<file path="config.mk">
export PLATFORM = sky130hd
export DESIGN_NAME = apb_slave_flat
export DESIGN_NICKNAME = d
export VERILOG_FILES = /design/src/rtl/apb_slave_if.sv /design/src/rtl/apb_slave.sv /design/src/flat_wrapper.sv
export SDC_FILE = /design/constraint.sdc
export NUM_CORES = 1
export LEC_CHECK = 0
export BUFFER_PORTS_ARGS = -buffer_cell sky130_fd_sc_hd__clkbuf_2
export CORE_ASPECT_RATIO = 1.5
export CORE_UTILIZATION = 46
export DETAILED_ROUTE_END_ITERATION = 6
export PLACE_DENSITY = 0.75
export SLEW_MARGIN = 20
export SYNTH_ARGS = -nofsm -noshare
export SYNTH_HDL_FRONTEND = slang
export SYNTH_SLANG_ARGS = --single-unit
</file>
<file path="constraint.sdc">
create_clock -name PCLK -period 1.95 [get_ports PCLK]
set_clock_uncertainty 0.05 [all_clocks]
set_input_delay 0.0975 -clock PCLK [delete_from_list [all_inputs] [get_ports PCLK]]
set_output_delay 0.0975 -clock PCLK [all_outputs]
set_load 0.01 [all_outputs]
</file>
<file path="src/rtl/apb_slave_if.sv">
// APB bus bundle between an APB master and the I2C-APB slave front end.
// Signal names follow the APB bus naming used by the rest of the I2C-APB interface.
interface apb_slave_if #(
  parameter int ADDR_W = 8,
  parameter int DATA_W = 8
) ();
  logic              PSELx;
  logic              PWRITE;
  logic              PENABLE;
  logic [ADDR_W-1:0] PADDR;
  logic [DATA_W-1:0] PWDATA;
  logic              PREADY;
  logic [DATA_W-1:0] PRDATA;

  modport master (
    output PSELx, PWRITE, PENABLE, PADDR, PWDATA,
    input  PREADY, PRDATA
  );

  modport slave (
    input  PSELx, PWRITE, PENABLE, PADDR, PWDATA,
    output PREADY, PRDATA
  );
endinterface

</file>
<file path="src/rtl/apb_slave.sv">
// APB slave front end of the I2C-APB interface: DATA pushes TX / pops RX, plus CTRL/SADDR/PRESC/STATUS.
// Optional macro APB_WAIT_STATE_EN: FIFO full/empty inserts wait states instead of dropping the access.
module apb_slave #(
  parameter int              ADDR_W   = 8,
  parameter int              DATA_W   = 8,
  parameter logic [DATA_W-1:0] CTRL_RST = '0
) (
  input  logic              PCLK,
  input  logic              PRESETn,
  apb_slave_if.slave        apb,
  input  logic [DATA_W-1:0] APB_RX,
  input  logic              WRITE_FULL,
  input  logic              READ_EMPTY,
  output logic              R_ENA,
  output logic              W_ENA,
  output logic [DATA_W-1:0] APB_TX
);

  localparam logic [ADDR_W-1:0] ADDR_DATA   = ADDR_W'(0);
  localparam logic [ADDR_W-1:0] ADDR_STATUS = ADDR_W'(1);
  localparam logic [ADDR_W-1:0] ADDR_CTRL   = ADDR_W'(2);
  localparam logic [ADDR_W-1:0] ADDR_SADDR  = ADDR_W'(3);
  localparam logic [ADDR_W-1:0] ADDR_PRESC  = ADDR_W'(4);

  typedef enum logic [1:0] {IDLE, SETUP, ACCESS} state_t;

  state_t            state;
  logic [DATA_W-1:0] tx_q;
  logic [DATA_W-1:0] ctrl_q;
  logic [DATA_W-1:0] saddr_q;
  logic [DATA_W-1:0] presc_q;

  logic acc;
  logic data_sel;
  logic data_wr;
  logic data_rd;
  logic stall;
  logic ready;
  logic wr_commit;
  logic [DATA_W-1:0] rd_data;

  // A PENABLE seen while IDLE never qualifies: a transfer must pass through SETUP first.
  assign acc      = apb.PSELx & apb.PENABLE & ((state == SETUP) | (state == ACCESS));
  assign data_sel = (apb.PADDR == ADDR_DATA);
  assign data_wr  = acc & apb.PWRITE & data_sel;
  assign data_rd  = acc & ~apb.PWRITE & data_sel;

`ifdef APB_WAIT_STATE_EN
  assign stall = (data_wr & WRITE_FULL) | (data_rd & READ_EMPTY);
`else
  assign stall = 1'b0;
`endif

  assign ready      = acc & ~stall;
  assign apb.PREADY = ready;
  assign wr_commit  = acc & apb.PWRITE & ready;

  // Strobes fire only on the completing cycle, so each transfer pushes/pops at most once.
  assign W_ENA  = data_wr & ~WRITE_FULL;
  assign R_ENA  = data_rd & ~READ_EMPTY;
  assign APB_TX = W_ENA ? apb.PWDATA : tx_q;

  // NOTE: every variable assigned in always_comb gets a default first, so no path leaves it unassigned and no latch is inferred.
  always_comb begin
    rd_data = '0;
    if (acc && !apb.PWRITE && ready) begin
      case (apb.PADDR)
        ADDR_DATA:   rd_data = R_ENA ? APB_RX : '0;
        ADDR_STATUS: rd_data = DATA_W'({READ_EMPTY, WRITE_FULL});
        ADDR_CTRL:   rd_data = ctrl_q;
        ADDR_SADDR:  rd_data = saddr_q;
        ADDR_PRESC:  rd_data = presc_q;
        default:     rd_data = '0;
      endcase
    end
  end

  assign apb.PRDATA = rd_data;

  // NOTE: sequential state uses non-blocking assignments so every flop samples pre-edge values.
  always_ff @(posedge PCLK or negedge PRESETn) begin
    if (!PRESETn) begin
      state <= IDLE;
    end else if (!apb.PSELx) begin
      state <= IDLE;
    end else begin
      case (state)
        IDLE:    if (!apb.PENABLE) state <= SETUP;
        SETUP:   if (apb.PENABLE) state <= ACCESS;
        ACCESS:  if (ready) state <= apb.PENABLE ? IDLE : SETUP;
        default: state <= IDLE;
      endcase
    end
  end

  always_ff @(posedge PCLK or negedge PRESETn) begin
    if (!PRESETn) begin
      tx_q    <= '0;
      ctrl_q  <= CTRL_RST;
      saddr_q <= '0;
      presc_q <= '0;
    end else begin
      if (W_ENA) tx_q <= apb.PWDATA;
      if (wr_commit) begin
        case (apb.PADDR)
          ADDR_CTRL:  ctrl_q  <= apb.PWDATA;
          ADDR_SADDR: saddr_q <= apb.PWDATA;
          ADDR_PRESC: presc_q <= apb.PWDATA;
          default:    ;
        endcase
      end
    end
  end

endmodule

</file>
<file path="src/flat_wrapper.sv">
// flat-port wrapper written by rule: the top's interface ports become plain ports
module apb_slave_flat 
#(
  parameter int              ADDR_W   = 8,
  parameter int              DATA_W   = 8,
  parameter logic [DATA_W-1:0] CTRL_RST = '0
)
  (PCLK, PRESETn, APB_RX, WRITE_FULL, READ_EMPTY, R_ENA, W_ENA, APB_TX, apb_PSELx, apb_PWRITE, apb_PENABLE, apb_PADDR, apb_PWDATA, apb_PREADY, apb_PRDATA);
  apb_slave_if #(.ADDR_W(ADDR_W), .DATA_W(DATA_W)) apb_i ();
  input  logic PCLK;
  input  logic PRESETn;
  input  logic [DATA_W-1:0] APB_RX;
  input  logic WRITE_FULL;
  input  logic READ_EMPTY;
  output logic R_ENA;
  output logic W_ENA;
  output logic [DATA_W-1:0] APB_TX;
  input wire logic [$bits(apb_i.PSELx)-1:0] apb_PSELx;
  input wire logic [$bits(apb_i.PWRITE)-1:0] apb_PWRITE;
  input wire logic [$bits(apb_i.PENABLE)-1:0] apb_PENABLE;
  input wire logic [$bits(apb_i.PADDR)-1:0] apb_PADDR;
  input wire logic [$bits(apb_i.PWDATA)-1:0] apb_PWDATA;
  output wire logic [$bits(apb_i.PREADY)-1:0] apb_PREADY;
  output wire logic [$bits(apb_i.PRDATA)-1:0] apb_PRDATA;
  assign apb_i.PSELx = apb_PSELx;
  assign apb_i.PWRITE = apb_PWRITE;
  assign apb_i.PENABLE = apb_PENABLE;
  assign apb_i.PADDR = apb_PADDR;
  assign apb_i.PWDATA = apb_PWDATA;
  assign apb_PREADY = apb_i.PREADY;
  assign apb_PRDATA = apb_i.PRDATA;
  apb_slave #(.ADDR_W(ADDR_W), .DATA_W(DATA_W), .CTRL_RST(CTRL_RST)) u_core (.PCLK(PCLK), .PRESETn(PRESETn), .apb(apb_i), .APB_RX(APB_RX), .WRITE_FULL(WRITE_FULL), .READ_EMPTY(READ_EMPTY), .R_ENA(R_ENA), .W_ENA(W_ENA), .APB_TX(APB_TX));
endmodule
</file>
; ---- Word level (Yosys, flattened, before mapping)
; Cells that the tools add are included.
[classes]
eq_ne = 9
n_mux = 10
bitwise_logic = 13
n_reduce_logical = 9
[ops]
columns = op, n
row1 = $pmux 8 s5, 1
row2 = $mux 8, 3
row3 = $eq 8x2->1 const B, 2
row4 = $and 1x1->1, 9
row5 = $eq 8x1->1 const B, 1
row6 = $eq 8x3->1 const B, 1
row7 = $logic_not 8->1, 1
row8 = $mux 2, 4
row9 = $ne 3x3->1 const B, 2
row10 = $pmux 2 s3, 1
row11 = $reduce_and 2->1, 3
row12 = $ne 3x2->1 const B, 1
row13 = $not 1->1, 3
row14 = $reduce_and 3->1, 1
row15 = $eq 2x1->1 const B, 1
row16 = $eq 2x2->1 const B, 1
row17 = $logic_and 1x1->1, 2
row18 = $logic_not 2->1, 1
row19 = $logic_not 1->1, 1
row20 = $mux 1, 1
row21 = $or 1x1->1, 1
[totals]
ff_bits = 34
input_bits = 31
output_inout_bits = 19
wordCells = 46

; ---- Logic depth before layout (Yosys ltp)
[logic_depth]
word_depth = 9
ltp_mapped = 7
depth_no_buf = 7

; ---- Least setup slack after synthesis
; Ideal clock, no wire load.
[synth_timing]
path_type = register to register
start = register u_core.state[0]
end = register u_core.ctrl_q[0]
setup_time_ns = 0.125
arrival_time_ns = 1.856
required_time_ns = 1.775
slack_ns = -0.081
stages_incl_launch_ff = 7
period_less_slack_ns = 2.031
cell_sequence = dfrtp_1 > inv_1 > ha_1 > and4_1 > or4b_1 > buf_6 > mux2_4
[synth_via]
elab_chain_len = 6
word_cells_on_any_way = 7
classes_between = eq/ne (2) / bitwise (4) / reduce/logical (1)
[synth_rtl]
columns = item, line_no
row1 = start: declaration, apb_slave.sv:27  ; state_t state;
row2 = start signal: assignment, apb_slave.sv:90  ; ACCESS: if (ready) state <= apb.PENABLE ? IDLE : SETUP;
row3 = $eq 2x1->1 or $eq 2x2->1 (tied branches), apb_slave.sv:43  ; assign acc = apb.PSELx & apb.PENABLE & ((state == SETUP) | (state == ACCESS));
row4 = $or 1x1->1 *, apb_slave.sv:43
row5 = $and 1x1->1 *, apb_slave.sv:43
row6 = $and 1x1->1, apb_slave.sv:56  ; assign wr_commit = acc & apb.PWRITE & ready;
row7 = $and 1x1->1 *, apb_slave.sv:56
row8 = $reduce_and 2->1 (no source line) *, --
row9 = end signal: assignment, apb_slave.sv:106  ; ADDR_CTRL: ctrl_q <= apb.PWDATA;
row10 = end: declaration, apb_slave.sv:29  ; logic [DATA_W-1:0] ctrl_q;
; Mark *: on every way between the ends. The rest lies on a longest branch, timed or not.
; A chain may end at the register's enable or synchronous reset.

; ---- Worst setup path in the final report
[layout_timing]
start = register u_core.state[1]
end = output APB_TX[5]
[layout_via]
elab_chain_len = 7
word_cells_on_any_way = 8
classes_between = eq/ne (2) / mux (1) / bitwise (5)
[layout_rtl]
columns = item, line_no
row1 = $eq 2x1->1 or $eq 2x2->1 (tied branches), apb_slave.sv:43
row2 = $or 1x1->1 *, apb_slave.sv:43
row3 = $and 1x1->1 *, apb_slave.sv:43
row4 = $and 1x1->1 * (2 in series), apb_slave.sv:45  ; assign data_wr = acc & apb.PWRITE & data_sel;
row5 = $and 1x1->1 *, apb_slave.sv:59  ; assign W_ENA = data_wr & ~WRITE_FULL;
row6 = $mux 8 *, --
row7 = end: declaration, flat_wrapper.sv:17  ; output logic [DATA_W-1:0] APB_TX;
; Marked as above.

==> results.tsv <==
metric	value	unit
syn_nets	178	
initial antenna violation count	0	
areal power density over the cells	660	nW/µm²
CTS H-tree lvls	2	
Worst IR Drop VDD	792	µV
total number of clock tree sinks	34	
share of the synthesized area in compound gates (AO/OA/AOI/OAI)	8.58	%
Clk pwr share	28.6	%
clock buffer count from CTS	5	
largest net degree at the start of global routing	35	
final setup violation count	42	
synthesized-area fraction occupied by xor and xnor cells	0	%
clock-pin slew of the registers on the worst-case setup and hold paths	0.06	ns
Layout fillers	269	
standard-cell rows	27	
unrepaired setup endpoints after global routing	true	
Fin Setup TNS	-4.46	ns
buffering stage count on the worst path with inverters included	4	
last element of the critical path	APB_TX[5]	
Global Route met2 Usage	42.3	%
routed via count	1442	
Crit Path Max Fanout	8	
violation count after the first detailed-routing iteration	27	
grt met1 use	26.0	%
clock tree from TritonCTS	built	
Final Util	68.3	%
Rel. slew slack	44.5	%
CP cell instances	inv_2 -> ha_4 -> and4_4 -> buf_6 -> nand4_1 -> buf_12 -> mux2_4 -> buf_6	
sequential fraction of design power	44.6	%
global router's overall resource usage	23.8	%
mux share of post-synthesis cell area	26.4	%
number of synthesis warnings	0	
count of cell types in the netlist	32	
cell count of the worst reg-to-reg path	9	
minimum setup slack after placement	-0.0572	ns
proportion of synthesized chip area in sequential cells	47.8	%
Max Slew Vio Count	0	
failing checks	negative setup slack	
wire length of the first global-routing pass	7070	µm
width of the die	52.8	µm
number of endpoints with negative hold slack in the final report	0	
category of the worst setup path capture point	primary output	
Pleak	0.00129	µW
GR Util met3	4.65	%
worst r2r src	u_core.state[1]	
class of the tightest hold or removal check	in2reg	
Data arrival, critical path	2.03	ns
sort of element at the start of the critical path	register	
Crit path largest cell delay	0.38	ns
routability cong.	0.791	
number of top-level design ports	50	
Max Cap Viol	0	
worst slew pin tran	0.833	ns
net switching share of the total power	27.4	%
area of the multi-input gates	1050	µm²
most frequent cell on the critical path	sky130_fd_sc_hd__buf_6	
diodes inserted	0	
Bufs on Longest Clock Path	2	
final cell count without fillers	260	
height of the die	78.2	µm
outcome	complete, but fails checks	
Top Family by Delay on Critical Path	buffers and inverters	
fraction of the mapped netlist area in adder cells	3.52	%
main combinational cell family by area after synthesis	multiplexers	
Logic pwr share	26.8	%
post-route fraction of the period consumed by the critical path	111	%
area of the core	3680	µm²
drt total wl	4480	µm
post-DR wirelength/cell	17.2	µm
Port Buffer Count	49	
total placed cells including tap cells	245	
floorplan die area	4130	µm²
Worst Hold Slack	0.0475	ns
Detailed Routing Iterations Pass 1	4	
Remaining DRCs	0	
initial standard-cell utilization of the core	48.3	%
setup ws final	-0.223	ns
ratio of cells with drive above 1 in the final layout	60.8	%
Vias/cell	5.55	
average footprint of a synthesized cell	12.5	µm²
Area growth, synth to finish	41.4	%
Crit path depth	8	
Nets	253	
area taken by flip-flops and latches	851	µm²
destination of the worst register-to-register timing path	u_core.saddr_q[2]	
cell at the slowest stage of the critical path	sky130_fd_sc_hd__dfrtp_1	
Critical Setup Path Class	reg2out	
slack of the worst reg-to-reg path	-0.09	ns
placed wire-length estimate after detailed placement	2960	µm
clock latency on the worst-skew pair	0.28	ns
Req. time, crit path	1.80	ns
internal portion of total power	1200	µW
remaining global-route overflow	0	
area of the mapped netlist	1780	µm²
synthesized instance count	142	
Detail Route Antenna Nets	0	
synthesized flop and latch total	34	
clock period minus worst slack	2.17	ns
share of synthesized cell area in and, or, nand and nor gates	11.3	%
maximum achievable frequency	460	MHz
Switching Power	455	µW
start point of the critical path	u_core.state[1]	
via count of the first global-routing pass	1533	
Clk Tree Root Cell	sky130_fd_sc_hd__clkbuf_8	
GR peak layer	met2	
power by group through the flow:
| stage | Clock (µW) | Combinational, µW | Sequential, µW |
|---|---|---|---|
| global placement | 0 | 253 | 747 |
| finish | 475 | 444 | 740 |
| floorplan | 0 | 125 | 754 |
| detailed placement | 0 | 279 | 750 |
| global route | 516 | 478 | 741 |
| CTS | 488 | 370 | 737 |
area by class of cell:
class	instances	area share, %
multi-input cells	99	41.6
flip-flops and latches	34	33.8
repair buffers	72	18.7
well taps	43	2.14
inverters	5	0.746
clock buffers	7	3.03
cell families (layout without fill, tap and decap cells):
| family | after synthesis | in the layout |
|---|---|---|
| AOI/OAI and AO/OA | 21 | 21 |
| adders and majority gates | 5 | 5 |
| buffers and inverters | 9 | 84 |
| DFF | 34 | 34 |
| muxes | 40 | 40 |
| and+or+nand+nor | 33 | 33 |
routing by layer:
| metal | vias to the layer above | share of wire [%] |
|---|---|---|
| met3 | 10 | 4.5 |
| met5 | - | 0 |
| met4 | 0 | 3.3 |
| li1 | 676 | - |
| met1 | 708 | 38 |
| met2 | 48 | 54 |
repair_timing:
item	4_1_cts	5_1_grt
buffers inserted	4	3
hold buffers	1	0
pin swaps	4	5
endpoints found under the setup margin	27	43
resized for setup	23	25
hold endpoints to repair	34	0
how the worst min path moves through the flow:
stage                  startpoint           endpoint  depth (start not counted)
floorplan                 PRESETn   u_core.ctrl_q[0]                          0
global placement          PRESETn     u_core.tx_q[6]                          1
detailed placement        PRESETn     u_core.tx_q[6]                          1
CTS                 apb_PWDATA[0]   u_core.ctrl_q[0]                          2
global route        apb_PWDATA[0]  u_core.saddr_q[0]                          2
finish              apb_PWDATA[0]  u_core.saddr_q[0]                          2
synthesized netlist by cell type, drive strengths merged:
cell type,number,area share [%]
o21bai,1,0.42
nor4bb,1,0.56
or4,1,0.42
nor3,2,1.2
inv,5,1.1
and2,1,0.35
nand2,3,0.63
nor3b,1,0.42
a21oi,7,2.0
dfrtp,34,48
o21ai,1,0.28
and4,1,0.49
or2,1,0.35
nor4,1,0.35
a221oi,3,1.5
buf,2,0.91
mux2i,8,4.5
nor2,12,3.0
a211o,1,0.49
nand3,3,0.84
ha,5,3.5
nand2b,2,0.70
or4b,1,0.56
clkbuf,2,0.42
nand4,3,1.4
o2bb2ai,8,3.9
mux2,32,22
registers in the layout, indices dropped and copies added (netlist names):
signal / flops
u_core.ctrl_q: 8
u_core.presc_q: 8
u_core.saddr_q: 8
u_core.state: 2
u_core.tx_q: 8
placed cells by master, fill, tap and decap left out, types with 2 or more instances in the layout:
| cell | netlist | final |
|---|---|---|
| sky130_fd_sc_hd__a21oi_1 | 7 | 7 |
| sky130_fd_sc_hd__a221oi_1 | 3 | 2 |
| sky130_fd_sc_hd__buf_12 | 0 | 2 |
| sky130_fd_sc_hd__buf_2 | 1 | 10 |
| sky130_fd_sc_hd__buf_4 | 0 | 15 |
| sky130_fd_sc_hd__buf_6 | 1 | 6 |
| sky130_fd_sc_hd__clkbuf_1 | 2 | 2 |
| sky130_fd_sc_hd__clkbuf_2 | 0 | 38 |
| sky130_fd_sc_hd__clkbuf_8 | 0 | 5 |
| sky130_fd_sc_hd__dfrtp_1 | 34 | 34 |
| sky130_fd_sc_hd__ha_1 | 5 | 4 |
| sky130_fd_sc_hd__inv_1 | 5 | 2 |
| sky130_fd_sc_hd__inv_2 | 0 | 3 |
| sky130_fd_sc_hd__mux2_2 | 24 | 15 |
| sky130_fd_sc_hd__mux2_4 | 8 | 17 |
| sky130_fd_sc_hd__mux2i_1 | 8 | 8 |
| sky130_fd_sc_hd__nand2_1 | 3 | 3 |
| sky130_fd_sc_hd__nand2b_1 | 2 | 2 |
| sky130_fd_sc_hd__nand4_1 | 2 | 2 |
| sky130_fd_sc_hd__nor2_1 | 9 | 9 |
| sky130_fd_sc_hd__nor2_2 | 3 | 2 |
| sky130_fd_sc_hd__o2bb2ai_2 | 0 | 8 |
metrics by stage:
step                      cell area (µm²)  power, µW
final                                2520       1660
after global routing                 2520       1730
after CTS                            2430       1590
after detailed placement             2190       1030
after global placement               2190       1000
after floorplan                      1780        879
Note: power is estimated with default switching activity, not from simulation.
